$ cat config.mk
export PLATFORM = sky130hd
export DESIGN_NAME = im_loader
export DESIGN_NICKNAME = d
export VERILOG_FILES = /design/src/rtl/im_loader_pkg.sv /design/src/rtl/im_word_packer.sv /design/src/rtl/im_loader.sv
export SDC_FILE = /design/constraint.sdc
export NUM_CORES = 1
export LEC_CHECK = 0
export CORE_AREA = 2 2 74 129
export CTS_CLUSTER_DIAMETER = 50
export CTS_CLUSTER_SIZE = 25
export DETAILED_ROUTE_END_ITERATION = 16
export DIE_AREA = 0 0 76 131
export PLACE_DENSITY = 0.78
export SLEW_MARGIN = 20
export SYNTH_ARGS = -nofsm -noshare
export SYNTH_HDL_FRONTEND = slang
export SYNTH_SLANG_ARGS = --single-unit
$ cat constraint.sdc
create_clock -name clk -period 3.33 [get_ports clk]
set_input_delay 0.333 -clock clk [delete_from_list [all_inputs] [get_ports clk]]
set_output_delay 0.333 -clock clk [all_outputs]
set_load 0.01 [all_outputs]
$ cat src/rtl/im_loader_pkg.sv
// Shared types and constants for the instruction-memory byte-stream loader.
package im_loader_pkg;

  localparam int BYTE_W         = 8;
  localparam int WORD_W         = 32;
  localparam int ADDR_W_DEFAULT = 10;

  typedef enum logic [2:0] {
    IDLE,
    LEN_HI,
    LEN_LO,
    DATA,
    CSUM,
    DONE
  } state_t;

endpackage

$ cat src/rtl/im_word_packer.sv
// Packs big-endian bytes into 32-bit words; word_valid fires combinationally
// with the 4th byte so the caller can register the word on that same edge.
module im_word_packer
  import im_loader_pkg::*;
(
  input  logic              clk,
  input  logic              rst,
  input  logic              clr,
  input  logic              byte_en,
  input  logic [BYTE_W-1:0] byte_in,
  output logic [WORD_W-1:0] word_out,
  output logic              word_valid
);

  logic [1:0]        cnt;
  logic [WORD_W-1:0] shreg;

  always_ff @(posedge clk) begin
    if (rst || clr) begin
      cnt   <= 2'd0;
      shreg <= '0;
    end else if (byte_en) begin
      cnt   <= cnt + 2'd1;
      shreg <= {shreg[WORD_W-BYTE_W-1:0], byte_in};
    end
  end

  assign word_out   = {shreg[WORD_W-BYTE_W-1:0], byte_in};
  assign word_valid = byte_en && (cnt == 2'd3);

endmodule

$ cat src/rtl/im_loader.sv
// Framed byte-stream loader for the instruction memory: length, words, checksum.
// busy doubles as the CPU reset hold while a load is in flight.
module im_loader
  import im_loader_pkg::*;
#(
  parameter int ADDR_W = ADDR_W_DEFAULT
) (
  input  logic              clk,
  input  logic              rst,
  input  logic              start,
  input  logic              in_valid,
  output logic              in_ready,
  input  logic [7:0]        in_data,
  output logic              we,
  output logic [ADDR_W-1:0] waddr,
  output logic [31:0]       wdata,
  output logic              busy,
  output logic              done,
  output logic              err
);

  localparam logic [16:0] CAP = 17'd1 << ADDR_W;

  state_t            state, state_nxt;
  logic [15:0]       count;
  logic [ADDR_W:0]   widx;
  logic [7:0]        csum;
  logic              fire, load, word_valid, last_word;
  logic [31:0]       word;
  logic [16:0]       len_full;

  assign fire      = in_valid & in_ready;
  assign load      = start && (state == IDLE || state == DONE);
  // Full length as seen during the LEN_LO handshake, widened so CAP compares cleanly.
  assign len_full  = {1'b0, count[15:8], in_data};
  assign last_word = word_valid && ((17'(widx) + 17'd1) == {1'b0, count});
  assign busy      = in_ready;

  im_word_packer u_packer (
    .clk        (clk),
    .rst        (rst),
    .clr        (load),
    .byte_en    (fire && (state == DATA)),
    .byte_in    (in_data),
    .word_out   (word),
    .word_valid (word_valid)
  );

  always_ff @(posedge clk) begin
    if (rst) state <= IDLE;
    else     state <= state_nxt;
  end

  always_comb begin
    state_nxt = state;
    in_ready  = 1'b0;
    case (state)
      IDLE, DONE: if (start) state_nxt = LEN_HI;
      LEN_HI: begin
        in_ready = 1'b1;
        if (in_valid) state_nxt = LEN_LO;
      end
      LEN_LO: begin
        in_ready = 1'b1;
        if (in_valid) begin
          if (len_full > CAP)       state_nxt = DONE;
          else if (len_full == '0)  state_nxt = CSUM;
          else                      state_nxt = DATA;
        end
      end
      DATA: begin
        in_ready = 1'b1;
        if (last_word) state_nxt = CSUM;
      end
      CSUM: begin
        in_ready = 1'b1;
        if (in_valid) state_nxt = DONE;
      end
      default: state_nxt = IDLE;
    endcase
  end

  always_ff @(posedge clk) begin
    if (rst) begin
      count <= '0;
      widx  <= '0;
      csum  <= '0;
      we    <= 1'b0;
      waddr <= '0;
      wdata <= '0;
      done  <= 1'b0;
      err   <= 1'b0;
    end else begin
      we <= 1'b0;
      if (load) begin
        count <= '0;
        widx  <= '0;
        csum  <= '0;
        waddr <= '0;
        done  <= 1'b0;
        err   <= 1'b0;
      end
      case (state)
        LEN_HI: if (fire) count[15:8] <= in_data;
        LEN_LO: if (fire) begin
          count[7:0] <= in_data;
          if (len_full > CAP) begin
            done <= 1'b1;
            err  <= 1'b1;
          end
        end
        DATA: if (fire) begin
          csum <= csum + in_data;
          if (word_valid) begin
            wdata <= word;
            waddr <= widx[ADDR_W-1:0];
            we    <= 1'b1;
            widx  <= widx + 1'b1;
          end
        end
        CSUM: if (fire) begin
          done <= 1'b1;
          err  <= (in_data != csum);
        end
        default: ;
      endcase
    end
  end

endmodule

# == Word level (Yosys, flattened, before mapping) ==
# Index checks and enable logic that the tools add are counted.
# word_totals
ff_bits,109
output_inout_bits,47
elab_cells,81
# op_classes
add_sub_neg,4
magnitude_cmp,1
eq_ne,13
n_mux,36
n_bitwise,3
n_reduce_logical,13
# op_table
cell,n
8-bit 2-to-1 mux,7
11-bit 2-to-1 mux,4
10-bit 2-to-1 mux,4
3-bit 2-to-1 mux,7
17-bit zero test,1
12-bit by 16-bit == test with 1-bit output,1
"16-bit by 11-bit > comparator with 1-bit output, second input constant",1
16-bit 2-to-1 mux,1
3-bit case mux with 5 select lines,1
"11-bit by 1-bit adder with 12-bit output, second input constant",1
"11-bit by 1-bit adder with 11-bit output, second input constant",1
1-bit 2-to-1 mux,10
"2-bit inequality test, second input constant",5
8-bit adder,1
8-bit inequality test,1
"3-bit by 2-bit == test with 1-bit output, second input constant",2
"3-bit == test, second input constant",2
5-bit AND reduction,1
1-bit logical AND,4
1-bit case mux with 2 select lines,2
4-bit OR reduction,1
"3-bit by 1-bit == test with 1-bit output, second input constant",1
3-bit zero test,1
3-bit AND reduction,1
other kinds (7),9

# == Longest topological paths before layout ==
# Gate-level depths: netlist (run 1).
# logic_depth
ltp_word,9
ltp_mapped,9
ltp_nobuf,9

# == Modules after synthesis ==
# Synthesis (run 1) repeated with hierarchy kept, for this count alone.
# hier_totals
hier_cells,578
hier_area_um2,4951.0
# modules_own_cells
module,n_inst,cells_each,area_each_um2
im_loader,1,483,3911.3
im_word_packer,1,95,1039.7

# == Worst setup path after synthesis (run 1) ==
# No wires, ideal clock.
# synth_path
path_type,reg2reg
from,reg count[15]
to,reg state[0]
setup_ps,115
arrival_ps,1795
path_slack_ps,1420
stages_incl_launch_ff,7
path_buffers,0
period_less_slack_ps,1910
cell_sequence,dfxtp_1 -> or4_4 -> nor3_2 -> nand4_1 -> a2111oi_2 -> a41oi_1 -> o21a_1
# synth_via
elab_chain_len,5
# synth_lines
item,line,text
from (decl),im_loader.sv:25,logic [15:0] count;
from (signal assigned),im_loader.sv:104,LEN_HI: if (fire) count[15:8] <= in_data;
branches (longest 5 deep; another with 16-bit by 11-bit > comparator with 1-bit output),n/a,
to (signal assigned),im_loader.sv:51,else state <= state_nxt;
to (decl),im_loader.sv:24,"state_t state, state_nxt;"
# Several ways; the timed one is not identified. The select of a mux whose other input is x is not followed.
# A chain may end at the register's enable or synchronous reset.

# == Final worst setup path (run 1) ==
# layout_path
from,reg widx[0]
to,reg state[0]
# layout_via
elab_chain_len,5
# layout_lines
item,line,text
from (decl),im_loader.sv:26,logic [ADDR_W:0] widx;
from (signal assigned),im_loader.sv:118,widx <= widx + 1'b1;
11-bit by 1-bit adder with 12-bit output,im_loader.sv:36,"assign last_word = word_valid && ((17'(widx) + 17'd1) == {1'b0, count});"
12-bit by 16-bit == test with 1-bit output,im_loader.sv:36,
1-bit logical AND,im_loader.sv:36,
2-bit inequality test (no source line),n/a,
5-bit AND reduction (no source line),n/a,
# No other way between the ends.

==> flow_summary.ini, run 1 <==
[clocking]
cts-resized-gates = 0
cts-hold-fix-buffers = 0
cts_setup_buffers = 0
cts_root_buffer = clkbuf_16
cts_buffer_depth = 2
clk_pin_slew_ps = 80
cts_tree = done
cts_buffers = 9
worstSkewPairLatency_ps = 350
htreeDepth = 3
clock-sinks = 109

[timing]
finalSetupViolations = 0
fin_crit_ps = 2320
finalHoldViolCount = 0
worst_slew_pin_slew_ps = 769
max-slew-margin-rel_pct = 48.7
fmax_mhz = 432
hold-worst-slack_ps = 456
rsz0062_at_grt = no
slew_violations = 0
finalSetupTns_ps = 0
skew_ps = 6.82
period_share_pct = 69.6

[layout]
final_cells = 764
final_nets = 661
area_delta_synth_final_pct = 18.6
final_area_um2 = 5690
layout-drive-gt1-share_pct = 5.28
diodes = 0

[pwr]
power_switching_w = 0.000850
switching_share_pct = 28.8
comb_power_share_pct = 15.5
clkPwrFrac_pct = 37.5
power.internal_w = 0.00210
pwr-share-seq_pct = 47.0
power.density_nw_per_um2 = 519
irDropWorstVdd_uv = 533
p_leak_nw = 1.92

[critical_path]
cpPeakStageDelay_ps = 480
crit_type = flop to flop
critical_path_buf_inv_count = 0
rr_worst_depth = 7
cp.arrival_ps = 2570
crit_chain = ha_1, and3_2, nand2_1, mux2i_1, a211oi_1, a41oi_1, o21a_1
required_ps = 3580
slowest_stage = dfxtp_1
crit_path_end_kind = flop
rr_endpoint = state[0]$_SDFFE_PP0P_
r2r_slack_ps = 1010
start_kind = flop
cp_top_family = compound AO/OA/AOI/OAI gates
worst-path-stages = 7
cp-startpoint = widx[0]$_SDFF_PP0_
cp-endpoint = state[0]$_SDFFE_PP0P_
timing.rr.start = widx[0]$_SDFF_PP0_
cp_max_fo = 8

[detailed_routing]
met1Wirelength_mm = 4.58
ant_nets = 0
drt_pre_antenna_iters = 5
top_layer_used = met4
drcViolationCount = 0
num_vias = 4344
detail_route.wirelength_mm = 11.7
route.met3.wl_um = 565
met2_length_mm = 6.21
wl_per_cell_um = 15.3
dr.first_iter.drc_count = 406
avgViaCountPerCell = 5.69

[global_routing]
grt_use_total_pct = 24.1
gr-total-overflow = 0
grt_max_degree = 50
grt_pass1_vias = 4124
antenna_found_initial = 0
grt_pass1_wl_mm = 19.3

[placed_design]
dp_cells = 748
place_area_um2 = 5380
numPortBuffers = 58
hpwlAfterDp_mm = 8.02
gp_congestion = 0.995

[status]
status = completed

[floorplanning]
die_area_um2 = 9960
die_h_um = 131
initial_core_util_pct = 53.8
ios = 59
coreArea_um2 = 8920
rows = 46
die_w_um = 76

[hold_path]
min_path_type = flop to flop
hold_path_depth = 2

[yosys]
seq_area_frac_synth_pct = 45.5
synth.largest_area_cell = dfxtp_1
synthTopCellsByArea = dfxtp_1, nand2_1, a21oi_1
synth_ff_type = dfxtp_1
synth-seq-cells = 109
ys_async_sr_fraction_pct = 0
synth_top_area_share_pct = 45.5
synth_cell_type_count = 53
synthCells = 608
syn_area_um2 = 4800
syn_avg_cell_area_um2 = 7.89
synth_warnings = 0
synth-edff-count = 0
synth_fp_nets = 630

[run]
maxCapViolations = 0
## worst register-to-register path, cell delays in order (launching register included)
cell and delay, ps:
dfxtp_1 480, ha_1 350, and3_2 260, nand2_1 130
mux2i_1 170, a211oi_1 390, a41oi_1 220, o21a_1 220
## state kept, by name (all words and copies together) (netlist names)
register and cells:
we 1, count 16, done 1, waddr 10, wdata 32, err 1
state 3, u_packer.cnt 2, u_packer.shreg 24, csum 8, widx 11
## how the worst min path moves through the flow
| stage | start | end | slack [ps] |
|---|---|---|---|
| after CTS | wdata[14]$_SDFFE_PP0P_ | wdata[14]$_SDFFE_PP0P_ | 460 |
| after detailed placement | wdata[14]$_SDFFE_PP0P_ | wdata[14]$_SDFFE_PP0P_ | 450 |
| after floorplan | u_packer.shreg[16]$_SDFFE_PP0P_ | wdata[24]$_SDFFE_PP0P_ | 430 |
| after global placement | u_packer.shreg[23]$_SDFFE_PP0P_ | wdata[31]$_SDFFE_PP0P_ | 440 |
| final | wdata[28]$_SDFFE_PP0P_ | wdata[28]$_SDFFE_PP0P_ | 460 |
| after global routing | wdata[2]$_SDFFE_PP0P_ | wdata[2]$_SDFFE_PP0P_ | 480 |
## logic make-up after synthesis
logic type | share of synthesized area, %
AOI/OAI and AO/OA | 16.3
adders and majority gates | 2.76
xor gates and xnor gates | 4.74
DFF | 45.5
and+or+nand+nor | 25.1
muxes | 0.443
buffers and inverters | 5.14
## final cells by class
| cell class | instances | area (um2) |
|---|---|---|
| clock inverter | 6 | 81.3 |
| timing repair buffer | 67 | 643 |
| sequential | 109 | 2180 |
| multi-input combinational | 443 | 2370 |
| tap | 120 | 150 |
| inverter | 9 | 33.8 |
| clock buffer | 10 | 229 |
| fill | 795 | 3230 |
## metal layers
metal / GRT usage (%) / vias up
li1: - / 2127
met4: 12.7 / 0
met1: 26.5 / 2041
met3: 5.01 / 34
met2: 43.9 / 142
met5: 0 / -
## cells in the mapped netlist, types with 5 or more instances
| cell type | number |
|---|---|
| nand2_1 | 145 |
| dfxtp_1 | 109 |
| a21oi_1 | 91 |
| nor2_1 | 40 |
| clkbuf_1 | 33 |
| nand3_1 | 33 |
| xnor2_1 | 16 |
| a22oi_1 | 11 |
| xor2_1 | 10 |
| ha_1 | 9 |
| inv_1 | 9 |
| a31oi_1 | 8 |
| nand4_1 | 8 |
| nor3_1 | 8 |
| o21ai_0 | 7 |
| buf_2 | 6 |
| or3_1 | 6 |
| nor2b_1 | 5 |
## placed cells by master, fill, tap and decap left out, types with 4 or more instances in the layout
cell / n
a21oi_1: 91
a22oi_1: 11
a31oi_1: 8
and3_1: 4
buf_4: 9
clkbuf_16: 9
clkdlybuf4s50_1: 57
dfxtp_1: 109
ha_1: 9
inv_1: 9
nand2_1: 145
nand3_1: 33
nand4_1: 8
nor2_1: 40
nor2b_1: 5
nor3_1: 8
o21a_1: 4
o21ai_0: 7
or3_1: 6
xnor2_1: 16
xor2_1: 10
## stage by stage
step	total power (W)	setup slack (ps)	util (%)
after floorplan	0.00174	1420	-
after global routing	0.00307	883	63.8
final	0.00295	1010	63.8
after detailed placement	0.00187	672	60.3
after global placement	0.00186	729	60.3
after CTS	0.00296	1050	63.8
## power by group through the flow
| stage | clock network [W] | logic [W] | registers [W] |
|---|---|---|---|
| 3_5_place_dp | 0 | 0.000452 | 0.00142 |
| 6_report | 0.00111 | 0.000458 | 0.00139 |
| 3_3_place_gp | 0 | 0.000443 | 0.00141 |
| 2_1_floorplan | 0 | 0.000348 | 0.00139 |
| 5_1_grt | 0.00117 | 0.000506 | 0.00139 |
| 4_1_cts | 0.00112 | 0.000455 | 0.00139 |
(Power assumes the default switching activity.)
==> inputs of run 2 (changes only) <==
--- a/config.mk
+++ b/config.mk
@@ -5,12 +5,12 @@
 export SDC_FILE = /design/constraint.sdc
 export NUM_CORES = 1
 export LEC_CHECK = 0
-export CORE_AREA = 2 2 74 129
+export CORE_AREA = 2 2 78 135
 export CTS_CLUSTER_DIAMETER = 50
 export CTS_CLUSTER_SIZE = 25
 export DETAILED_ROUTE_END_ITERATION = 16
-export DIE_AREA = 0 0 76 131
-export PLACE_DENSITY = 0.78
+export DIE_AREA = 0 0 80 137
+export PLACE_DENSITY = 0.74
 export SLEW_MARGIN = 20
 export SYNTH_ARGS = -nofsm -noshare
 export SYNTH_HDL_FRONTEND = slang
==> constraint.sdc (replaced) <==
create_clock -name clk -period 2 [get_ports clk]
set_input_delay 0.2 -clock clk [delete_from_list [all_inputs] [get_ports clk]]
set_output_delay 0.2 -clock clk [all_outputs]
set_load 0.01 [all_outputs]
==> run 2 against run 1 <==
Against the previous run: global-route usage is 1.6 points lower; first-iteration DRC count decreased by 38%; clock skew rose by 2.9 ps; clock power grew 59%; fmax is 16% higher; total power grew 69%; combinational power up 100%; design area grew 6.7%; die area up 10%; clock-buffer cell count fell by 1; sequential share of layout area decreased by 2.4 points; critical path type unchanged; largest power group unchanged; highest routed layer unchanged.
==> flow_summary.ini, run 2 (synthesis results as in run 1) <==
[status]
status = completed

[timing]
max-slew-margin-rel_pct = 61.3
period_share_pct = 99.9
finalHoldViolCount = 0
slew_violations = 0
worst_slew_pin_slew_ps = 581
rsz0062_at_grt = yes
fmax_mhz = 501
hold-worst-slack_ps = 256
finalSetupViolations = 0
fin_crit_ps = 2000
skew_ps = 9.77

[placed_design]
hpwlAfterDp_mm = 8.49
numPortBuffers = 58
gp_congestion = 0.945

[detailed_routing]
drt_pre_antenna_iters = 5
detail_route.wirelength_mm = 12.1
drcViolationCount = 0
wl_per_cell_um = 15.0
dr.first_iter.drc_count = 252
avgViaCountPerCell = 5.53
ant_nets = 0
num_vias = 4460

[critical_path]
cp.arrival_ps = 2280
cp_max_fo = 3
start_kind = flop
cpPeakStageDelay_ps = 350
slowest_stage = o41a_1
required_ps = 2290
cp_top_family = compound AO/OA/AOI/OAI gates
critical_path_buf_inv_count = 0
crit_path_end_kind = flop
crit_chain = ha_1, a21oi_2, o211ai_1, o41a_1, xnor2_1, or3_1, a21oi_1
crit_type = flop to flop

[clocking]
clock-sinks = 109
cts-hold-fix-buffers = 0
cts_buffer_depth = 2
cts_root_buffer = clkbuf_16
worstSkewPairLatency_ps = 350
htreeDepth = 3
cts_buffers = 9
clk_pin_slew_ps = 80
cts_tree = done

[run]
maxCapViolations = 0

[global_routing]
grt_pass1_wl_mm = 19.5
antenna_found_initial = 0
grt_max_degree = 50
grt_use_total_pct = 22.5
grt_pass1_vias = 4151
gr-total-overflow = 0

[floorplanning]
die_h_um = 137
initial_core_util_pct = 48.7
die_area_um2 = 11000
ios = 59
coreArea_um2 = 9850
die_w_um = 80
rows = 48

[pwr]
irDropWorstVdd_uv = 544
p_leak_nw = 2.15
power.density_nw_per_um2 = 820

[layout]
regMostFlops = wdata
utilization_pct = 61.7
final_nets = 699
top_regs = wdata: 32 flops, u_packer.shreg: 24 flops, count: 16 flops
layout-drive-gt1-share_pct = 12.3
layout_common_cells = nand2_1, dfxtp_1, a21oi_1
area_delta_synth_final_pct = 26.5
mostFrequentLayoutCell = nand2_1
largest_reg_flops = 32
diodes = 0

[hold_path]
min_path_type = input pin to flop
run 2: changes by cell type in the layout (fill, tap and decap cells not counted), sizes merged:
cell / before / now
clkbuf: 10 / 9
clkinv: 2 / 3
clkdlybuf4s50: 57 / 55
dlymetal6s2s: 0 / 2
bufinv: 1 / 0
inv: 12 / 13
buf: 10 / 48
run 2: cell type report:
cell class | count | area [um2]
fill | 873 | 3780
multi-input combinational | 443 | 2440
sequential | 109 | 2180
timing repair buffer | 105 | 958
clock buffer | 9 | 225
tap | 125 | 156
clock inverter | 7 | 77.6
inverter | 9 | 33.8
run 2: routing by layer:
layer,wire [um],track usage [%]
met5,0,0
met4,354,10.1
met3,411,3.76
met2,6480,40.2
met1,4830,25.9
run 2: repair_timing:
item / CTS / global route
setup endpoints to repair: 7 / 8
buffers inserted: 0 / 2
pin swaps: 4 / 5
resized for setup: 6 / 12
run 2: where the power goes:
group | internal [W] | leakage (nW) | switching (W)
clock network | 0.000891 | 0.150 | 0.000881
registers | 0.00223 | 0.880 | 0.0000450
logic | 0.000372 | 1.12 | 0.000558
total | 0.00349 | 2.15 | 0.00148
run 2: stage by stage:
stage	cells	setup TNS (ps)	setup slack [ps]	area (um2)	power [W]
4_1_cts	805	0	4.40	6020	0.00500
3_3_place_gp	789	-1830	-387	5680	0.00320
6_report	807	0	2.59	6070	0.00498
3_5_place_dp	789	-2790	-406	5680	0.00322
5_1_grt	807	-128	-49.2	6070	0.00519
2_1_floorplan	608	0	90.1	4800	0.00289
run 2: worst paths after layout:
path / end / depth (start not counted) / from / slack, ps
worst max-delay path: csum[7]$_SDFF_PP0_ / 7 / csum[1]$_SDFF_PP0_ / 3
worst min-delay path: csum[1]$_SDFF_PP0_ / 2 / rst / 260
worst max register to register: csum[7]$_SDFF_PP0_ / 7 / csum[1]$_SDFF_PP0_ / 3
worst min register to register: wdata[19]$_SDFFE_PP0P_ / 2 / wdata[19]$_SDFFE_PP0P_ / 460
==> inputs of run 3 (changes only) <==
--- a/config.mk
+++ b/config.mk
@@ -10,6 +10,7 @@
 export CTS_CLUSTER_SIZE = 25
 export DETAILED_ROUTE_END_ITERATION = 16
 export DIE_AREA = 0 0 80 137
+export GPL_TIMING_DRIVEN = 0
 export PLACE_DENSITY = 0.74
 export SLEW_MARGIN = 20
 export SYNTH_ARGS = -nofsm -noshare
==> run 3 against run 2 <==
Against the previous run: the flow now finishes with violations (setup timing); first-iteration DRC count fell by 4.0%; register-to-register slack got worse by 60 ps; clock power barely moved; total power is 1.8% higher; sequential share of layout area about the same; die area stayed put; hold slack improved by 35 ps; utilization rose by 0.37 points.
==> flow_summary.ini, run 3 (synthesis results as in run 1) <==
[status]
status = finished with violations
violations = setup timing

[clocking]
htreeDepth = 3
cts_buffer_depth = 2
clk_pin_slew_ps = 70
cts_tree = done
cts_root_buffer = clkbuf_16
clock-sinks = 109
worstSkewPairLatency_ps = 360
cts_buffers = 9
cts-hold-fix-buffers = 0

[timing]
finalHoldViolCount = 0
fin_crit_ps = 2060
finalSetupViolations = 3
worst_slew_pin_slew_ps = 714
slew_violations = 0
fmax_mhz = 485
finalSetupTns_ps = -155
max-slew-margin-rel_pct = 52.4
period_share_pct = 103
rsz0062_at_grt = yes
skew_ps = 5.89
fin_ws_ps = -61.3

[layout]
largest_reg_flops = 32
regMostFlops = wdata
final_nets = 709
utilization_pct = 62.0
mostFrequentLayoutCell = nand2_1
top_regs = wdata: 32 flops, u_packer.shreg: 24 flops, count: 16 flops
layout-drive-gt1-share_pct = 12.7
layout_common_cells = nand2_1, dfxtp_1, a21oi_1
diodes = 0
area_delta_synth_final_pct = 27.3

[critical_path]
cp.arrival_ps = 2340
crit_path_end_kind = flop
cp_max_fo = 2
required_ps = 2280
crit_chain = or4_4, nor3_2, nand4_1, a2111oi_4, buf_4, nand4_1, a21oi_2
critPathMostFrequentCell = nand4_1
start_kind = flop
slowest_stage = or4_4
cpPeakStageDelay_ps = 550
crit_type = flop to flop

[pwr]
power.total_w = 0.00507
power.density_nw_per_um2 = 830
p_leak_nw = 2.11
irDropWorstVdd_uv = 469

[floorplanning]
coreArea_um2 = 9850
die_h_um = 137
rows = 48
ios = 59
initial_core_util_pct = 48.7
die_area_um2 = 11000
die_w_um = 80

[placed_design]
hpwlAfterDp_mm = 8.94
gp_congestion = 0.924
numPortBuffers = 56

[global_routing]
grt_pass1_vias = 4321
grt_pass1_wl_mm = 20.4
grt_max_degree = 21
gr-total-overflow = 0
grt_use_total_pct = 23.9
antenna_found_initial = 0

[detailed_routing]
num_vias = 4548
drt_pre_antenna_iters = 5
dr.first_iter.drc_count = 242
drcViolationCount = 0
ant_nets = 0
detail_route.wirelength_mm = 12.6
avgViaCountPerCell = 5.57
wl_per_cell_um = 15.5

[run]
maxCapViolations = 0

[hold_path]
min_path_type = input pin to flop
-- run 3: power breakdown --
| group | total (W) | internal [W] | switching (W) |
|---|---|---|---|
| clock network | 0.00176 | 0.000879 | 0.000878 |
| logic | 0.00104 | 0.000424 | 0.000612 |
| registers | 0.00228 | 0.00223 | 0.0000481 |
-- run 3: critical path: cells and delay by family (launching register included) --
family | cells | cell delay [ps]
buffers and inverters | 1 | 170
AND/OR/NAND/NOR | 4 | 1000
AO/OA/AOI/OAI | 2 | 510
flip-flops | 1 | 320
-- run 3: through the flow --
stage               std cells  area [um2]  hold slack [ps]  setup slack, ps
floorplan                 608        4800              336             90.1
global placement          789        5520              443             -600
detailed placement        789        5520              447             -614
CTS                       817        6010              303            -21.0
global route              817        6110              308             -118
finish                    817        6110              292            -61.3
-- run 3: cell type report --
type | instances | area, um2
tap | 125 | 156
sequential | 109 | 2200
timing repair buffer | 73 | 683
fill | 893 | 3740
clock inverter | 7 | 63.8
inverter | 9 | 33.8
clock buffer | 9 | 225
buffer | 42 | 224
multi-input combinational | 443 | 2520
-- run 3: worst paths after layout --
check / startpoint / endpoint / slack, ps / cells after the start
setup / recovery: count[12]$_SDFF_PP0_ / state[2]$_SDFFE_PP0P_ / -60 / 7
hold / removal: in_data[5] / count[13]$_SDFF_PP0_ / 290 / 3
setup reg to reg: count[12]$_SDFF_PP0_ / state[2]$_SDFFE_PP0P_ / -60 / 7
hold reg to reg: wdata[27]$_SDFFE_PP0P_ / wdata[27]$_SDFFE_PP0P_ / 460 / 2
-- run 3: timing repair --
action,CTS,global route
setup buffers,14,3
pin swaps,8,9
endpoints found under the setup margin,91,81
gates resized for setup,34,36
-- run 3: layer usage --
layer,vias to the layer above,global-route usage (%),wire [um]
li1,2237,-,-
met1,2135,27.6,4970
met2,135,41.6,6610
met3,41,2.97,563
met4,0,13.7,504
met5,-,0,0
